==> src/rtl/memcore_stream_reader_if.sv <==
// Command, memory-port and output-stream signals of memcore_stream_reader.
// The out_last signal exists only when MEMCORE_READER_LAST_EN is defined.
interface memcore_stream_reader_if #(
   parameter int DATA_WIDTH    = 32,
   parameter int ADDRESS_WIDTH = 6,
   parameter int LEN_WIDTH     = 7
);
   logic                     cmd_valid;
   logic                     cmd_ready;
   logic [ADDRESS_WIDTH-1:0] cmd_base;
   logic [LEN_WIDTH-1:0]     cmd_len;

   logic [ADDRESS_WIDTH-1:0] mem_address;
   logic                     mem_ce;
   logic                     mem_we;
   logic [DATA_WIDTH-1:0]    mem_q;

   logic                     out_valid;
   logic                     out_ready;
   logic [DATA_WIDTH-1:0]    out_data;
   logic                     done;
`ifdef MEMCORE_READER_LAST_EN
   logic                     out_last;
`endif

   modport master (
      input  cmd_valid, cmd_base, cmd_len, mem_q, out_ready,
      output cmd_ready, mem_address, mem_ce, mem_we, out_valid, out_data, done
`ifdef MEMCORE_READER_LAST_EN
      , output out_last
`endif
   );

   modport slave (
      output cmd_valid, cmd_base, cmd_len, mem_q, out_ready,
      input  cmd_ready, mem_address, mem_ce, mem_we, out_valid, out_data, done
`ifdef MEMCORE_READER_LAST_EN
      , input out_last
`endif
   );
endinterface

==> src/rtl/memcore_stream_reader.sv <==
// Turns a (base, length) command into sequential BRAM reads and a valid/ready stream.
// Define MEMCORE_READER_LAST_EN to add out_last on the final beat of each command.
module memcore_stream_reader #(
   parameter int DATA_WIDTH    = 32,
   parameter int ADDRESS_WIDTH = 6,
   parameter int ADDRESS_RANGE = 64,
   parameter int LEN_WIDTH     = 7
) (
   input logic                     clk,
   input logic                     reset,
   memcore_stream_reader_if.master bus
);
   typedef enum logic [1:0] {IDLE, RUN, DRAIN} state_e;

`ifdef MEMCORE_READER_LAST_EN
   localparam int EW = DATA_WIDTH + 1;
`else
   localparam int EW = DATA_WIDTH;
`endif

   state_e                   state_q, state_d;
   logic                     cmd_ready_q, cmd_ready_d;
   logic                     done_q, done_d;
   logic [ADDRESS_WIDTH-1:0] next_addr_q, next_addr_d;
   logic [ADDRESS_WIDTH-1:0] mem_addr_q, mem_addr_d;
   logic [LEN_WIDTH-1:0]     reads_left_q, reads_left_d;
   logic [LEN_WIDTH-1:0]     beats_left_q, beats_left_d;
   logic                     rd_pending_q, rd_pending_d;
   logic [EW-1:0]            fifo_q [2];
   logic [EW-1:0]            fifo_d [2];
   logic                     wr_ptr_q, wr_ptr_d;
   logic                     rd_ptr_q, rd_ptr_d;
   logic [1:0]               count_q, count_d;

   logic [1:0]               in_use;
   logic                     pop;
   logic                     issue;
   logic [EW-1:0]            entry_in;

`ifdef MEMCORE_READER_LAST_EN
   logic                     rd_last_q, rd_last_d;
   assign entry_in     = {rd_last_q, bus.mem_q};
   assign bus.out_last = (count_q != 2'd0) && fifo_q[rd_ptr_q][DATA_WIDTH];
`else
   assign entry_in     = bus.mem_q;
`endif

   // Buffered words plus the read in flight never exceed the two buffer slots.
   assign pop    = (count_q != 2'd0) && bus.out_ready;
   assign in_use = count_q + {1'b0, rd_pending_q};
   assign issue  = (state_q == RUN) && ((in_use - {1'b0, pop}) < 2'd2);

   assign bus.mem_ce      = issue;
   assign bus.mem_address = issue ? next_addr_q : mem_addr_q;
   assign bus.mem_we      = 1'b0;
   assign bus.cmd_ready   = cmd_ready_q;
   assign bus.out_valid   = (count_q != 2'd0);
   assign bus.out_data    = fifo_q[rd_ptr_q][DATA_WIDTH-1:0];
   assign bus.done        = done_q;

   always_comb begin
      // NOTE: every *_d gets its hold value first so no path through this block infers a latch.
      state_d      = state_q;
      cmd_ready_d  = cmd_ready_q;
      done_d       = 1'b0;
      next_addr_d  = next_addr_q;
      mem_addr_d   = mem_addr_q;
      reads_left_d = reads_left_q;
      beats_left_d = beats_left_q;
      rd_pending_d = issue;
      fifo_d       = fifo_q;
      wr_ptr_d     = wr_ptr_q;
      rd_ptr_d     = rd_ptr_q;
      count_d      = count_q + {1'b0, rd_pending_q} - {1'b0, pop};
`ifdef MEMCORE_READER_LAST_EN
      rd_last_d    = issue && (reads_left_q == LEN_WIDTH'(1));
`endif

      if (rd_pending_q) begin
         fifo_d[wr_ptr_q] = entry_in;
         wr_ptr_d         = ~wr_ptr_q;
      end
      if (pop) begin
         rd_ptr_d     = ~rd_ptr_q;
         beats_left_d = beats_left_q - LEN_WIDTH'(1);
      end
      if (issue) begin
         mem_addr_d   = next_addr_q;
         next_addr_d  = (next_addr_q == ADDRESS_WIDTH'(ADDRESS_RANGE - 1))
                        ? '0 : next_addr_q + ADDRESS_WIDTH'(1);
         reads_left_d = reads_left_q - LEN_WIDTH'(1);
      end

      case (state_q)
         IDLE: begin
            if (bus.cmd_valid && cmd_ready_q) begin
               next_addr_d  = bus.cmd_base;
               reads_left_d = bus.cmd_len;
               beats_left_d = bus.cmd_len;
               if (bus.cmd_len == '0) begin
                  done_d = 1'b1;
               end else begin
                  state_d     = RUN;
                  cmd_ready_d = 1'b0;
               end
            end
         end
         RUN: begin
            if (issue && (reads_left_q == LEN_WIDTH'(1))) state_d = DRAIN;
         end
         DRAIN: begin
            if (pop && (beats_left_q == LEN_WIDTH'(1))) begin
               state_d     = IDLE;
               cmd_ready_d = 1'b1;
               done_d      = 1'b1;
            end
         end
         default: state_d = IDLE;
      endcase
   end

   // NOTE: state is updated only with non-blocking assignments so every flop samples pre-edge values.
   always_ff @(posedge clk) begin
      if (reset) begin
         state_q      <= IDLE;
         cmd_ready_q  <= 1'b1;
         done_q       <= 1'b0;
         next_addr_q  <= '0;
         mem_addr_q   <= '0;
         reads_left_q <= '0;
         beats_left_q <= '0;
         rd_pending_q <= 1'b0;
         // NOTE: the two buffer slots are reset so out_data reads zero out of reset.
         fifo_q[0]    <= '0;
         fifo_q[1]    <= '0;
         wr_ptr_q     <= 1'b0;
         rd_ptr_q     <= 1'b0;
         count_q      <= 2'd0;
`ifdef MEMCORE_READER_LAST_EN
         rd_last_q    <= 1'b0;
`endif
      end else begin
         state_q      <= state_d;
         cmd_ready_q  <= cmd_ready_d;
         done_q       <= done_d;
         next_addr_q  <= next_addr_d;
         mem_addr_q   <= mem_addr_d;
         reads_left_q <= reads_left_d;
         beats_left_q <= beats_left_d;
         rd_pending_q <= rd_pending_d;
         fifo_q       <= fifo_d;
         wr_ptr_q     <= wr_ptr_d;
         rd_ptr_q     <= rd_ptr_d;
         count_q      <= count_d;
`ifdef MEMCORE_READER_LAST_EN
         rd_last_q    <= rd_last_d;
`endif
      end
   end
endmodule

==> src/flat_wrapper.sv <==
// flat-port wrapper written by rule: the top's interface ports become plain ports
module memcore_stream_reader_flat 
#(
   parameter int DATA_WIDTH    = 32,
   parameter int ADDRESS_WIDTH = 6,
   parameter int ADDRESS_RANGE = 64,
   parameter int LEN_WIDTH     = 7
)
  (clk, reset, bus_cmd_valid, bus_cmd_base, bus_cmd_len, bus_mem_q, bus_out_ready, bus_cmd_ready, bus_mem_address, bus_mem_ce, bus_mem_we, bus_out_valid, bus_out_data, bus_done);
  memcore_stream_reader_if #(.DATA_WIDTH(DATA_WIDTH), .ADDRESS_WIDTH(ADDRESS_WIDTH), .LEN_WIDTH(LEN_WIDTH)) bus_i ();
  input logic clk;
  input logic reset;
  input wire logic [$bits(bus_i.cmd_valid)-1:0] bus_cmd_valid;
  input wire logic [$bits(bus_i.cmd_base)-1:0] bus_cmd_base;
  input wire logic [$bits(bus_i.cmd_len)-1:0] bus_cmd_len;
  input wire logic [$bits(bus_i.mem_q)-1:0] bus_mem_q;
  input wire logic [$bits(bus_i.out_ready)-1:0] bus_out_ready;
  output wire logic [$bits(bus_i.cmd_ready)-1:0] bus_cmd_ready;
  output wire logic [$bits(bus_i.mem_address)-1:0] bus_mem_address;
  output wire logic [$bits(bus_i.mem_ce)-1:0] bus_mem_ce;
  output wire logic [$bits(bus_i.mem_we)-1:0] bus_mem_we;
  output wire logic [$bits(bus_i.out_valid)-1:0] bus_out_valid;
  output wire logic [$bits(bus_i.out_data)-1:0] bus_out_data;
  output wire logic [$bits(bus_i.done)-1:0] bus_done;
  assign bus_i.cmd_valid = bus_cmd_valid;
  assign bus_i.cmd_base = bus_cmd_base;
  assign bus_i.cmd_len = bus_cmd_len;
  assign bus_i.mem_q = bus_mem_q;
  assign bus_i.out_ready = bus_out_ready;
  assign bus_cmd_ready = bus_i.cmd_ready;
  assign bus_mem_address = bus_i.mem_address;
  assign bus_mem_ce = bus_i.mem_ce;
  assign bus_mem_we = bus_i.mem_we;
  assign bus_out_valid = bus_i.out_valid;
  assign bus_out_data = bus_i.out_data;
  assign bus_done = bus_i.done;
  memcore_stream_reader #(.DATA_WIDTH(DATA_WIDTH), .ADDRESS_WIDTH(ADDRESS_WIDTH), .ADDRESS_RANGE(ADDRESS_RANGE), .LEN_WIDTH(LEN_WIDTH)) u_core (.clk(clk), .reset(reset), .bus(bus_i));
endmodule
==> config.mk <==
export PLATFORM = sky130hd
export DESIGN_NAME = memcore_stream_reader_flat
export DESIGN_NICKNAME = d
export VERILOG_FILES = /design/src/rtl/memcore_stream_reader_if.sv /design/src/rtl/memcore_stream_reader.sv /design/src/flat_wrapper.sv
export SDC_FILE = /design/constraint.sdc
export NUM_CORES = 1
export LEC_CHECK = 0
export CELL_PAD_IN_SITES_DETAIL_PLACEMENT = 1
export CELL_PAD_IN_SITES_GLOBAL_PLACEMENT = 2
export CORE_MARGIN = 3
export CORE_UTILIZATION = 30
export DETAILED_ROUTE_END_ITERATION = 6
export GPL_TIMING_DRIVEN = 0
export HOLD_SLACK_MARGIN = 0.02
export PLACE_DENSITY_LB_ADDON = 0.1
export SLEW_MARGIN = 20
export SYNTH_ARGS = -nofsm -noshare
export SYNTH_HDL_FRONTEND = slang
export SYNTH_SLANG_ARGS = --single-unit
==> constraint.sdc <==
create_clock -name clk -period 2.4 [get_ports clk]
set_clock_uncertainty 0.05 [all_clocks]
set_input_delay 0.24 -clock clk [delete_from_list [all_inputs] [get_ports clk]]
set_output_delay 0.24 -clock clk [all_outputs]
set_load 0.01 [all_outputs]
# Yosys cells after proc, flatten, opt, wreduce, memory -nomap -nowiden
# Cells that the tools add are included.
# op_classes
n_eq_ne	9
reduce_logical	12
add_sub_neg	5
mul	0
n_lt_le_gt_ge	4
mux	30
bitwise_logic	4
n_shift	0
div_mod_pow	0
# ops
cell	count
32-bit two-way mux	4
64-bit bitwise mux	1
7-bit two-way mux	6
32-bit demux with 1-bit select	1
6-bit two-way mux	5
7-bit by 1-bit == test with 1-bit output (second input constant)	2
7-bit by 1-bit subtractor with 7-bit output (second input constant)	2
2-bit two-way mux	4
4-bit AND reduction	2
7-bit logical NOT	1
6-bit by 1-bit adder with 6-bit output (second input constant)	1
6-bit == test (second input constant)	1
1-bit logical AND	6
1-bit two-way mux	6
2-bit case mux with 3 select lines	1
2-bit >= comparator (second input constant)	2
2-bit by 1-bit != test with 1-bit output (second input constant)	2
2-bit != test (second input constant)	2
1-bit NOT with 2-bit output	2
1-bit case mux with 2 select lines	2
2-bit nonzero test	2
2-bit by 1-bit adder with 2-bit output	1
2-bit by 1-bit == test with 1-bit output (second input constant)	1
2-bit == test (second input constant)	1
5 further kinds	6
# word_totals
ff_bits	99
latch_bits	0
romBits	0
input_bits	49
mem_count	0
mem_bits_rw	0

# Logic depth before layout (Yosys ltp)
# Gate-level depths: netlist of run 1.
# depth
word_depth	8
depth_mapped	9
ltp_nobuf	8

# Worst setup path before layout of run 1
# OpenSTA, ideal clock, no wires.
# synth_timing
kind	reg2reg
start	reg u_core.count_q[1]
end	reg u_core.mem_addr_q[1]
synth_period_minus_slack_ps	2160
slack_ps	240
t_arrival_ps	1982
setup_ps	129
path_stages_with_launch	9
t_required_ps	2221
n_path_buf	1
path_cell_list	dfxtp_1 o21ai_2 xnor2_1 ha_1 and2_1 mux2i_1 buf_4 mux2_1 nor2b_1
# synth_between
elab_chain_len	6
# synth_lines
element	line	rtl
start: declaration	memcore_stream_reader.sv:33	logic [1:0] count_q, count_d;
start signal: assignment	memcore_stream_reader.sv:154	count_q <= count_d;
branches (longest 2 deep; another with 2-bit by 1-bit adder with 2-bit output)	-	
2-bit by 1-bit subtractor with 2-bit output (*)	memcore_stream_reader.sv:51	assign issue = (state_q == RUN) && ((in_use - {1'b0, pop}) < 2'd2);
2-bit < comparator (*)	memcore_stream_reader.sv:51	
1-bit logical AND (*)	memcore_stream_reader.sv:51	
6-bit two-way mux (*)	-	
named net bus_mem_address[1]	flat_wrapper.sv:19	output wire logic [$bits(bus_i.mem_address)-1:0] bus_mem_address;
end signal: assignment	memcore_stream_reader.sv:147	mem_addr_q <= mem_addr_d;
end: declaration	memcore_stream_reader.sv:25	logic [ADDRESS_WIDTH-1:0] mem_addr_q, mem_addr_d;
# Mark *: on every way through the listed nets, which the timed path passes.
# A chain may end at the register's enable or synchronous reset.

# Worst setup path in the final report of run 1
# layout_timing
start	reg u_core.count_q[1]
end	out bus_mem_address[0]
# layout_between
elab_chain_len	6
# layout_lines
element	line	rtl
branches (longest 2 deep; another with 2-bit by 1-bit adder with 2-bit output)	-	
2-bit by 1-bit subtractor with 2-bit output (*)	memcore_stream_reader.sv:51	
2-bit < comparator (*)	memcore_stream_reader.sv:51	
1-bit logical AND (*)	memcore_stream_reader.sv:51	
6-bit two-way mux (*)	memcore_stream_reader.sv:54	assign bus.mem_address = issue ? next_addr_q : mem_addr_q;
end: declaration	flat_wrapper.sv:19	
# Every way passes the cells marked *.

==> run metrics, run 1 <==
status=finished, violations left; failing checks=negative setup slack; Flop pwr share=40.7%; Sw Share=28.3%; clk_lat worst skew=0.35 ns; RSZ-0062 raised after global routing=true; syn_area_per_cell=8.36 um2; clk root buf=clkbuf_16; die width=126 um; Worst EP arrival=2.17 ns; Final Critical Period=2.46 ns; max_cap viols=0; std cell rows=43; drt wl/cell=16.3 um; Worst R2R Start=u_core.count_q[1]$_SDFF_PP0_; number of global-route vias before repair=4051; Hold Path Cell Cnt=2; layout net count=681; Max-slew headroom=60.5%; worst hold endpoint=u_core.fifo_q[36]$_SDFFE_PP0P_; max frequency=406 MHz; Worst-Margin Slew=0.587 ns; commonest cells in the netlist=139 x nand2_1, 99 x dfxtp_1, 76 x a21oi_1; Pwr Total=4.69 mW; Bufs on Longest Clock Path=2; metal2 WL=6.27 mm; Initial Utilization=30.8%; Slew Viols, Final=0; Combinational Power Share=25.0%; yosys warns=0; Synth cell types=41; EDFF count, synth=0; final hold slack=0.404 ns; GR Overflow Total=0; Max IR drop VDD=345 uV; CP required=2.11 ns; core area=14000 um2; Die Y-Extent=126 um; syn nets=571; top cells by area, synth=dfxtp_1 46%, nand2_1 12%, a21oi_1 8.8%, mux2_2 8.4%, clkbuf_1 2.9%; Port Buf Inserts=90; Final Instance Count excl. Fillers=811; htree depth=3; Crit Path Class=flip-flop to output port; Synth-to-Final Area Change=38.3%; register bit total from synthesis=99; DRT antenna net count=0; top sig layer=met4; reg2reg setup slack=0.15 ns; HP Class=flip-flop to flip-flop; final hold vios=0; Clock transition at path regs=0.07 ns; # setup viols final=6; Clk pwr share=34.3%; Synth Flop Type=dfxtp_1; Cell Area, Synth=4310 um2; pin count of the biggest net entering global routing=16; final worst slack=-0.0638 ns; Crit. End Element=output port; I/O pin count=92; placed cells=786; RePlAce Congestion=0.737; die footprint=15900 um2; CTS Buf Count=9; P_int=3.36 mW; hold_sp=u_core.fifo_q[36]$_SDFFE_PP0P_; Cell Pwr Density=786 nW/um2; drt via density=4.82; CTS tree=done; final worst-path cycle share=103%; Met3 Routed Length=492 um; drt total wl=13.2 mm; reg-to-reg endpoint=u_core.next_addr_q[0]$_SDFF_PP0_; Residual DRC=0; DP Wirelength=9.37 mm; critical path peak fanout=4; DRT met1 WL=6.32 mm; Async S/R FF share, synth=0%; first-pass GRT wire length=21.4 mm; Ant. Diodes=0; Switching Power=1.33 mW; Clock Sinks=99; Worst R2R Path Depth=10; area fraction of the dominant cell type after synthesis=46.0%; leakage=2.12 nW; Pre-antenna DRT Iters=4; DR iter-0 viols=153; Yosys top cell by area=dfxtp_1; antenna violations before repair=0; Seq/Total Area, Yosys=46.0%; top-count cell post-synth=nand2_1; vias=3908; CP startpoint kind=flip-flop; share of layout cells above drive strength 1=14.4%; GR Util All Layers=16.8%; Post-Syn Instances=516
power groups by stage:
stage | Sequential [mW] | Clock [mW] | Combinational (mW)
6_report | 1.91 | 1.61 | 1.17
3_5_place_dp | 1.92 | 0 | 1.06
5_1_grt | 1.93 | 1.73 | 1.29
2_1_floorplan | 1.89 | 0 | 0.649
3_3_place_gp | 1.91 | 0 | 1.05
4_1_cts | 1.89 | 1.67 | 1.20
sequential cells by signal, indices dropped and copies added (netlist names):
register	flops
u_core.bus.done	1
u_core.mem_addr_q	6
u_core.reads_left_q	7
u_core.beats_left_q	7
u_core.rd_pending_q	1
u_core.next_addr_q	6
u_core.rd_ptr_q	1
u_core.fifo_q	64
u_core.count_q	2
u_core.bus.cmd_ready	1
u_core.state_q	2
u_core.wr_ptr_q	1
placed cells by master (no fill, tap or decap), drive strengths merged, types with 7 or more instances in the layout:
cell type      synthesis  routed
o21bai                 7       7
a21oi                 77      77
buf                    4      20
nor2b                 11      11
dfxtp                 99      99
o21ai                  7       7
mux2                  38      38
or3                    8       8
nand2                139     139
nor2                  15      15
xnor2                  7       7
clkbuf                33      45
nor3                   7       7
clkdlybuf4s50          0      82
layer usage:
metal  global-route usage, %  vias to the layer above
met1                    22.2                     1861
met2                    27.9                       63
met3                    4.58                        8
li1                        -                     1976
met4                    3.34                        0
met5                       0                        -
worst max-delay path by stage:
stage / endpoint / depth (start not counted) / startpoint
global placement: bus_mem_address[4] / 9 / bus_out_ready
finish: bus_mem_address[0] / 9 / u_core.count_q[1]$_SDFF_PP0_
global route: bus_mem_address[4] / 9 / u_core.count_q[1]$_SDFF_PP0_
floorplan: u_core.mem_addr_q[1]$_SDFF_PP0_ / 8 / u_core.count_q[1]$_SDFF_PP0_
detailed placement: bus_mem_address[4] / 9 / bus_out_ready
CTS: bus_mem_address[4] / 9 / u_core.count_q[0]$_SDFF_PP0_
area by class of cell:
cell class / count / area [um2]
Multi-Input combinational cell: 374 / 2220
Sequential cell: 99 / 1990
Clock buffer: 12 / 256
Tap cell: 180 / 225
Fill cell: 1681 / 8020
Inverter: 6 / 22.5
Buffer: 36 / 181
Timing Repair Buffer: 100 / 992
Clock inverter: 4 / 72.6
metrics by stage:
step                      instance area [um2]  worst slack [ns]  util [%]  setup TNS, ns
final                                    5960           -0.0638      42.6         -0.358
after CTS                                5950            -0.127      42.5         -0.804
after floorplan                          4310             0.240         -              0
after detailed placement                 5440            -0.986      38.9         -14.18
after global placement                   5440            -0.948      38.9         -13.18
after global routing                     5960            -0.152      42.6         -0.887
what timing repair did:
item	CTS	global route
buffers inserted	8	2
setup endpoints to repair	47	36
gates resized for setup	65	6
gates cloned	1	0
pin swaps	3	3
hold buffers	0	0
worst max-delay path, stage by stage, from the launching register on:
cell and delay [ns]:
dfxtp_4 0.36, o21ai_4 0.17, xnor2_2 0.07, ha_2 0.19
and2_4 0.14, mux2i_4 0.21, buf_6 0.15, buf_6 0.10
mux2_4 0.30, buf_6 0.12
kinds of logic (layout without fill, tap and decap cells):
| kind of cell | after synthesis | in the layout | share of synthesized area [%] |
|---|---|---|---|
| fa+ha+maj | 6 | 6 | 1.74 |
| mux | 39 | 39 | 10.2 |
| compound gates | 109 | 109 | 14.5 |
| buf+inv | 43 | 158 | 3.97 |
| other cells | 1 | 1 | 0.0869 |
| simple gates | 209 | 209 | 21.5 |
| flops | 99 | 99 | 46.0 |
| xor+xnor | 10 | 10 | 2.03 |
Power figures use the tool's default switching activity.
==> run 2: changes to the inputs <==
--- a/config.mk
+++ b/config.mk
@@ -12,6 +12,7 @@
 export DETAILED_ROUTE_END_ITERATION = 6
 export GPL_TIMING_DRIVEN = 0
 export HOLD_SLACK_MARGIN = 0.02
+export MAX_ROUTING_LAYER = met4
 export PLACE_DENSITY_LB_ADDON = 0.1
 export SLEW_MARGIN = 20
 export SYNTH_ARGS = -nofsm -noshare
==> run 2 against run 1 <==
The run still ends with negative setup slack left; critical path depth stayed put; core utilization stayed put; largest power group unchanged; first-iteration DRC count is 2.0% lower; fmax hardly changed; sequential share of layout area stayed put; highest routed layer unchanged; total power hardly changed; clock power hardly changed; sequential power hardly changed.
==> run metrics, run 2 (synthesis results as in run 1) <==
Fillers=1681; antenna violations before repair=0; CTS Hold Bufs=0; drt total wl=13.2 mm; grt met1 use=22.3%; Ant. Diodes=0; largest registers=u_core.fifo_q (64), u_core.beats_left_q (7), u_core.reads_left_q (7); CP required=2.11 ns; Slew Viols, Final=0; met3 GRT Util=4.28%; most crowded layer after global routing=met2; critical path's slowest cell=dfxtp_4; Max-slew headroom=57.6%; critical path peak fanout=4; final worst-path cycle share=103%; commonest non-fill, non-tap cells in the layout=139 x nand2_1, 96 x dfxtp_1, 82 x clkdlybuf4s50_1; Bufs on Longest Clock Path=2; commonest non-fill, non-tap cell in the layout=nand2_1; failing checks=negative setup slack; Worst R2R Start=u_core.count_q[1]$_SDFF_PP0_; Clock transition at path regs=0.07 ns; Synth-to-Final Area Change=38.3%; Clock Sinks=99; Port Buf Inserts=90; share of layout cells above drive strength 1=14.4%; Pre-antenna DRT Iters=4; htree depth=3; number of global-route vias before repair=4048; pin count of the biggest net entering global routing=16; layout net count=681; drt wl/cell=16.3 um; vias=3917; worst hold endpoint=u_core.fifo_q[36]$_SDFFE_PP0P_; CTS tree=done; final worst slack=-0.0660 ns; number of flip-flops in the largest register=64; register area=1990 um2; RePlAce Congestion=0.746; clk root buf=clkbuf_16; Worst-Margin Slew=0.629 ns; I/O pin count=92; first-pass GRT wire length=21.4 mm; CP dominant cell by count=buf_6; DRT antenna net count=0; Initial Utilization=30.8%; GR Overflow Total=0; Top reg by flops=u_core.fifo_q; # setup viols final=6; HP Class=flip-flop to flip-flop; post-route setup TNS=-0.361 ns; die width=126 um; Die Y-Extent=126 um; Cell Pwr Density=786 nW/um2; Hold Path Cell Cnt=2; max_cap viols=0; clk_lat worst skew=0.35 ns; Max IR drop VDD=344 uV; std cell rows=43; Setup Slack @ Placement=-0.986 ns; Final Critical Period=2.47 ns; Worst R2R Path Depth=10; Crit Path Class=flip-flop to output port; GR Util All Layers=17.3%; max frequency=406 MHz; DR iter-0 viols=150; core area=14000 um2; Pwr Total=4.69 mW; die footprint=15900 um2; Worst EP arrival=2.18 ns; RSZ-0062 raised after global routing=true; hold_sp=u_core.fifo_q[36]$_SDFFE_PP0P_; drt via density=4.83; Worst path max stage delay=0.36 ns; reg2reg setup slack=0.15 ns; final hold vios=0; area of the multi-input gates=2220 um2; reg-to-reg endpoint=u_core.next_addr_q[0]$_SDFF_PP0_; status=finished, violations left; leakage=2.12 nW; CP Cell Sequence=o21ai_4 -> xnor2_2 -> ha_2 -> and2_4 -> mux2i_4 -> buf_6 -> buf_6 -> mux2_4 -> buf_6; DP Wirelength=9.37 mm; Crit. End Element=output port; Residual DRC=0; CP startpoint kind=flip-flop; CTS Buf Count=9; GR Layer Usage met2=28.0%
==> run 2: worst max path at each step <==
stage | from | end | cells past startpoint
finish | u_core.count_q[1]$_SDFF_PP0_ | bus_mem_address[0] | 9
detailed placement | bus_out_ready | bus_mem_address[4] | 9
global route | u_core.count_q[1]$_SDFF_PP0_ | bus_mem_address[4] | 9
floorplan | u_core.count_q[1]$_SDFF_PP0_ | u_core.mem_addr_q[1]$_SDFF_PP0_ | 8
global placement | bus_out_ready | bus_mem_address[4] | 9
CTS | u_core.count_q[0]$_SDFF_PP0_ | bus_mem_address[4] | 9
==> run 2: power breakdown <==
part           internal [mW]  leakage, nW  switching, mW
clock                  0.970        0.159          0.636
combinational          0.608         1.16          0.567
sequential              1.78        0.807          0.126
==> run 2: through the flow <==
step	cell area (um2)	utilization, %	cells	hold WS [ns]
5_1_grt	5960	42.6	811	0.420
6_report	5960	42.6	811	0.404
3_5_place_dp	5440	38.9	786	0.396
2_1_floorplan	4310	-	516	0.326
4_1_cts	5950	42.5	811	0.406
3_3_place_gp	5440	38.9	786	0.388
==> run 2: layer usage <==
layer  part of all wire (%)  wire length [um]  vias to the layer above
met1                     48              6350                     1869
met3                    3.3               438                        8
met4                   0.89               117                        0
met2                     48              6310                       64
met5                      0                 0                        -
li1                       -                 -                     1976
==> run 2: what timing repair did <==
action,4_1_cts,5_1_grt
buffers inserted,8,2
gates resized for setup,65,6
setup endpoints to repair,47,36
pin swaps,3,3
gates cloned,1,0
==> run 2: final cells by class <==
type,instances,area share (%)
Multi-Input combinational cell,374,37.3
Sequential cell,99,33.4
Timing Repair Buffer,100,16.6
Clock buffer,12,4.30
Tap cell,180,3.78
Buffer,36,3.04
Clock inverter,4,1.22
Inverter,6,0.378
==> run 2: worst max-delay path, delay by kind of cell, from the launching register on <==
family / cells / cell delay [ns]
xor gates and xnor gates: 1 / 0.07
DFF: 1 / 0.36
and+or+nand+nor: 1 / 0.14
muxes: 2 / 0.52
AOI/OAI and AO/OA: 1 / 0.17
adders and majority gates: 1 / 0.19
buffers and inverters: 3 / 0.37
==> RTL change (flow settings as in run 1) <==
`LEN_WIDTH` is set to 7 in 3 places; all go to 14.
--- a/src/rtl/memcore_stream_reader_if.sv
+++ b/src/rtl/memcore_stream_reader_if.sv
@@ -3,7 +3,7 @@
 interface memcore_stream_reader_if #(
    parameter int DATA_WIDTH    = 32,
    parameter int ADDRESS_WIDTH = 6,
-   parameter int LEN_WIDTH     = 7
+   parameter int LEN_WIDTH     = 14
 );
    logic                     cmd_valid;
    logic                     cmd_ready;
--- a/src/rtl/memcore_stream_reader.sv
+++ b/src/rtl/memcore_stream_reader.sv
@@ -4,7 +4,7 @@
    parameter int DATA_WIDTH    = 32,
    parameter int ADDRESS_WIDTH = 6,
    parameter int ADDRESS_RANGE = 64,
-   parameter int LEN_WIDTH     = 7
+   parameter int LEN_WIDTH     = 14
 ) (
    input logic                     clk,
    input logic                     reset,
--- a/src/flat_wrapper.sv
+++ b/src/flat_wrapper.sv
@@ -4,7 +4,7 @@
    parameter int DATA_WIDTH    = 32,
    parameter int ADDRESS_WIDTH = 6,
    parameter int ADDRESS_RANGE = 64,
-   parameter int LEN_WIDTH     = 7
+   parameter int LEN_WIDTH     = 14
 )
   (clk, reset, bus_cmd_valid, bus_cmd_base, bus_cmd_len, bus_mem_q, bus_out_ready, bus_cmd_ready, bus_mem_address, bus_mem_ce, bus_mem_we, bus_out_valid, bus_out_data, bus_done);
   memcore_stream_reader_if #(.DATA_WIDTH(DATA_WIDTH), .ADDRESS_WIDTH(ADDRESS_WIDTH), .LEN_WIDTH(LEN_WIDTH)) bus_i ();
Ports: changed (resized bus_cmd_len); port bits go from 92 to 99. The function was not compared with the original's and may differ.
==> RTL change against run 1 <==
The flow still finishes with violations (negative setup slack). Sequential cell count is 14 higher. Sequential share of layout area is 1.7 points lower. Area after synthesis is 18% higher. Design area is 21% higher. First-iteration DRC count is 14% lower. Clock power is 83% higher. Routed wire length is 27% higher. Fmax is 5.1% lower. Total power is 38% higher. Die area is 17% higher. Worst setup slack worse by 0.13 ns.
==> RTL change: results <==
export IMPL_slowest_delay_ns=0.37
export IMPL_clockBufferDepth=2
export IMPL_setup_tns_ns=-1.05
export IMPL_p_seq_share_pct=33.9
export IMPL_synthXorXnorAreaFrac_pct=2.76
export IMPL_met1_usage_pct=21.9
export IMPL_first_global_vias=5274
export IMPL_synth_compound_area_share_pct=15.6
export IMPL_clk_pin_slew_worst_paths_ns=0.06
export IMPL_synthTopCellsByArea="dfxtp_1, nand2_1, mux2_2, a21oi_1, clkbuf_1"
export IMPL_grt_pass1_wl_um=26700
export IMPL_synth_async_reset_ratio_pct=0
export IMPL_post_drt_wl_per_cell_um=17.4
export IMPL_clock_latency_ns=0.41
export IMPL_setup_slack_ns=-0.196
export IMPL_netlist_top_cells_count="nand2_1, dfxtp_1, a21oi_1"
export IMPL_worst_slew_pin_slew_ns=0.665
export IMPL_cts_buffers=17
export IMPL_crit_path_max_fanout=5
export IMPL_highest_layer="met4"
export IMPL_gp_congestion=0.805
export IMPL_vdd_drop_max_uv=553
export IMPL_reg_top3="u_core.fifo_q (64), u_core.beats_left_q (14), u_core.reads_left_q (14)"
export IMPL_antenna_cells=0
export IMPL_arrival_ns=2.31
export IMPL_cpLargestDelayFamily="buffers and inverters"
export IMPL_grt_util_met2_pct=33.1
export IMPL_drive_gt1_share_pct=16.6
export IMPL_final_setup_viol_count=7
export IMPL_grt_max_degree=17
export IMPL_yosysWarnings=0
export IMPL_wl_met1_um=7530
export IMPL_nNetsFinal=797
export IMPL_vias=4827
export IMPL_grt_use_met3_pct=3.74
export IMPL_cpMaxStageDelayCell="dfxtp_4"
export IMPL_wl_met2_um=8440
export IMPL_wl_met3_um=532
export IMPL_synthMuxAreaShare_pct=9.05
export IMPL_synth_fp_nets=671
export IMPL_synth_seq_area_share_pct=44.6
export IMPL_cts_root_buf="clkbuf_16"
export IMPL_grt_usage_pct=18.4
export IMPL_antenna_found_initial=0
export IMPL_p_int_w=0.00475
export IMPL_nFillCells=1906
export IMPL_yosysUniqueCellTypes=54
export IMPL_dp_hpwl_um=12000
export IMPL_io_buffers=96
export IMPL_first_pass_iters=4
export IMPL_synth_adder_area_share_pct=1.48
export IMPL_drt_iter0_markers=132
export IMPL_power_frac_comb_pct=20.7
export IMPL_p_leak_nw=2.58
export IMPL_outcome="complete, but fails checks"
export IMPL_violations="negative setup slack"
export IMPL_h_tree_depth=4
export IMPL_hold_class="input pin to flop"
-- RTL change: path summary, 6_finish.rpt --
kind / startpoint / end / slack [ns] / cells after the start
worst min-delay path: bus_cmd_base[1] / u_core.next_addr_q[1] / 0.36 / 3
worst max register to register: u_core.count_q[1] / u_core.reads_left_q[5] / 0.03 / 10
worst min register to register: u_core.fifo_q[6] / u_core.fifo_q[6] / 0.40 / 2
worst max-delay path: u_core.count_q[1] / bus_mem_address[1] / -0.20 / 10
-- RTL change: cells by family (layout without fill, tap and decap cells) --
logic type               after synthesis  in the layout
adder cells (fa/ha/maj)                6              6
AND/OR/NAND/NOR                      246            246
AO/OA/AOI/OAI                        135            135
buffers and inverters                 51            190
flip-flops                           113            113
multiplexers                          41             41
other                                  1              1
XOR/XNOR                              16             16
-- RTL change: timing repair --
| action | CTS | global route |
|---|---|---|
| hold endpoints to repair | 0 | 0 |
| buffers inserted | 8 | 6 |
| gates resized for setup | 48 | 24 |
| endpoints found under the setup margin | 59 | 33 |
| pin swaps | 2 | 3 |
-- RTL change: through the flow --
stage / instances / instance area [um^2] / total power, W / worst slack (ns) / hold slack [ns]
after floorplan: 609 / 5080 / 0.00292 / 0.0607 / 0.326
after global placement: 921 / 6310 / 0.00339 / -0.781 / 0.388
after detailed placement: 921 / 6310 / 0.00343 / -0.841 / 0.395
after CTS: 960 / 7090 / 0.00647 / -0.272 / 0.346
after global routing: 964 / 7190 / 0.00678 / -0.314 / 0.378
final: 964 / 7190 / 0.00648 / -0.196 / 0.357
-- RTL change: area by class of cell --
type	count	area share, %
repair buffers	109	14.6
clock inverters	10	2.82
plain buffers	39	2.54
clock buffers	22	6.73
flip-flops and latches	113	31.6
multi-input cells	445	37.4
inverters	10	0.574
well taps	216	3.76
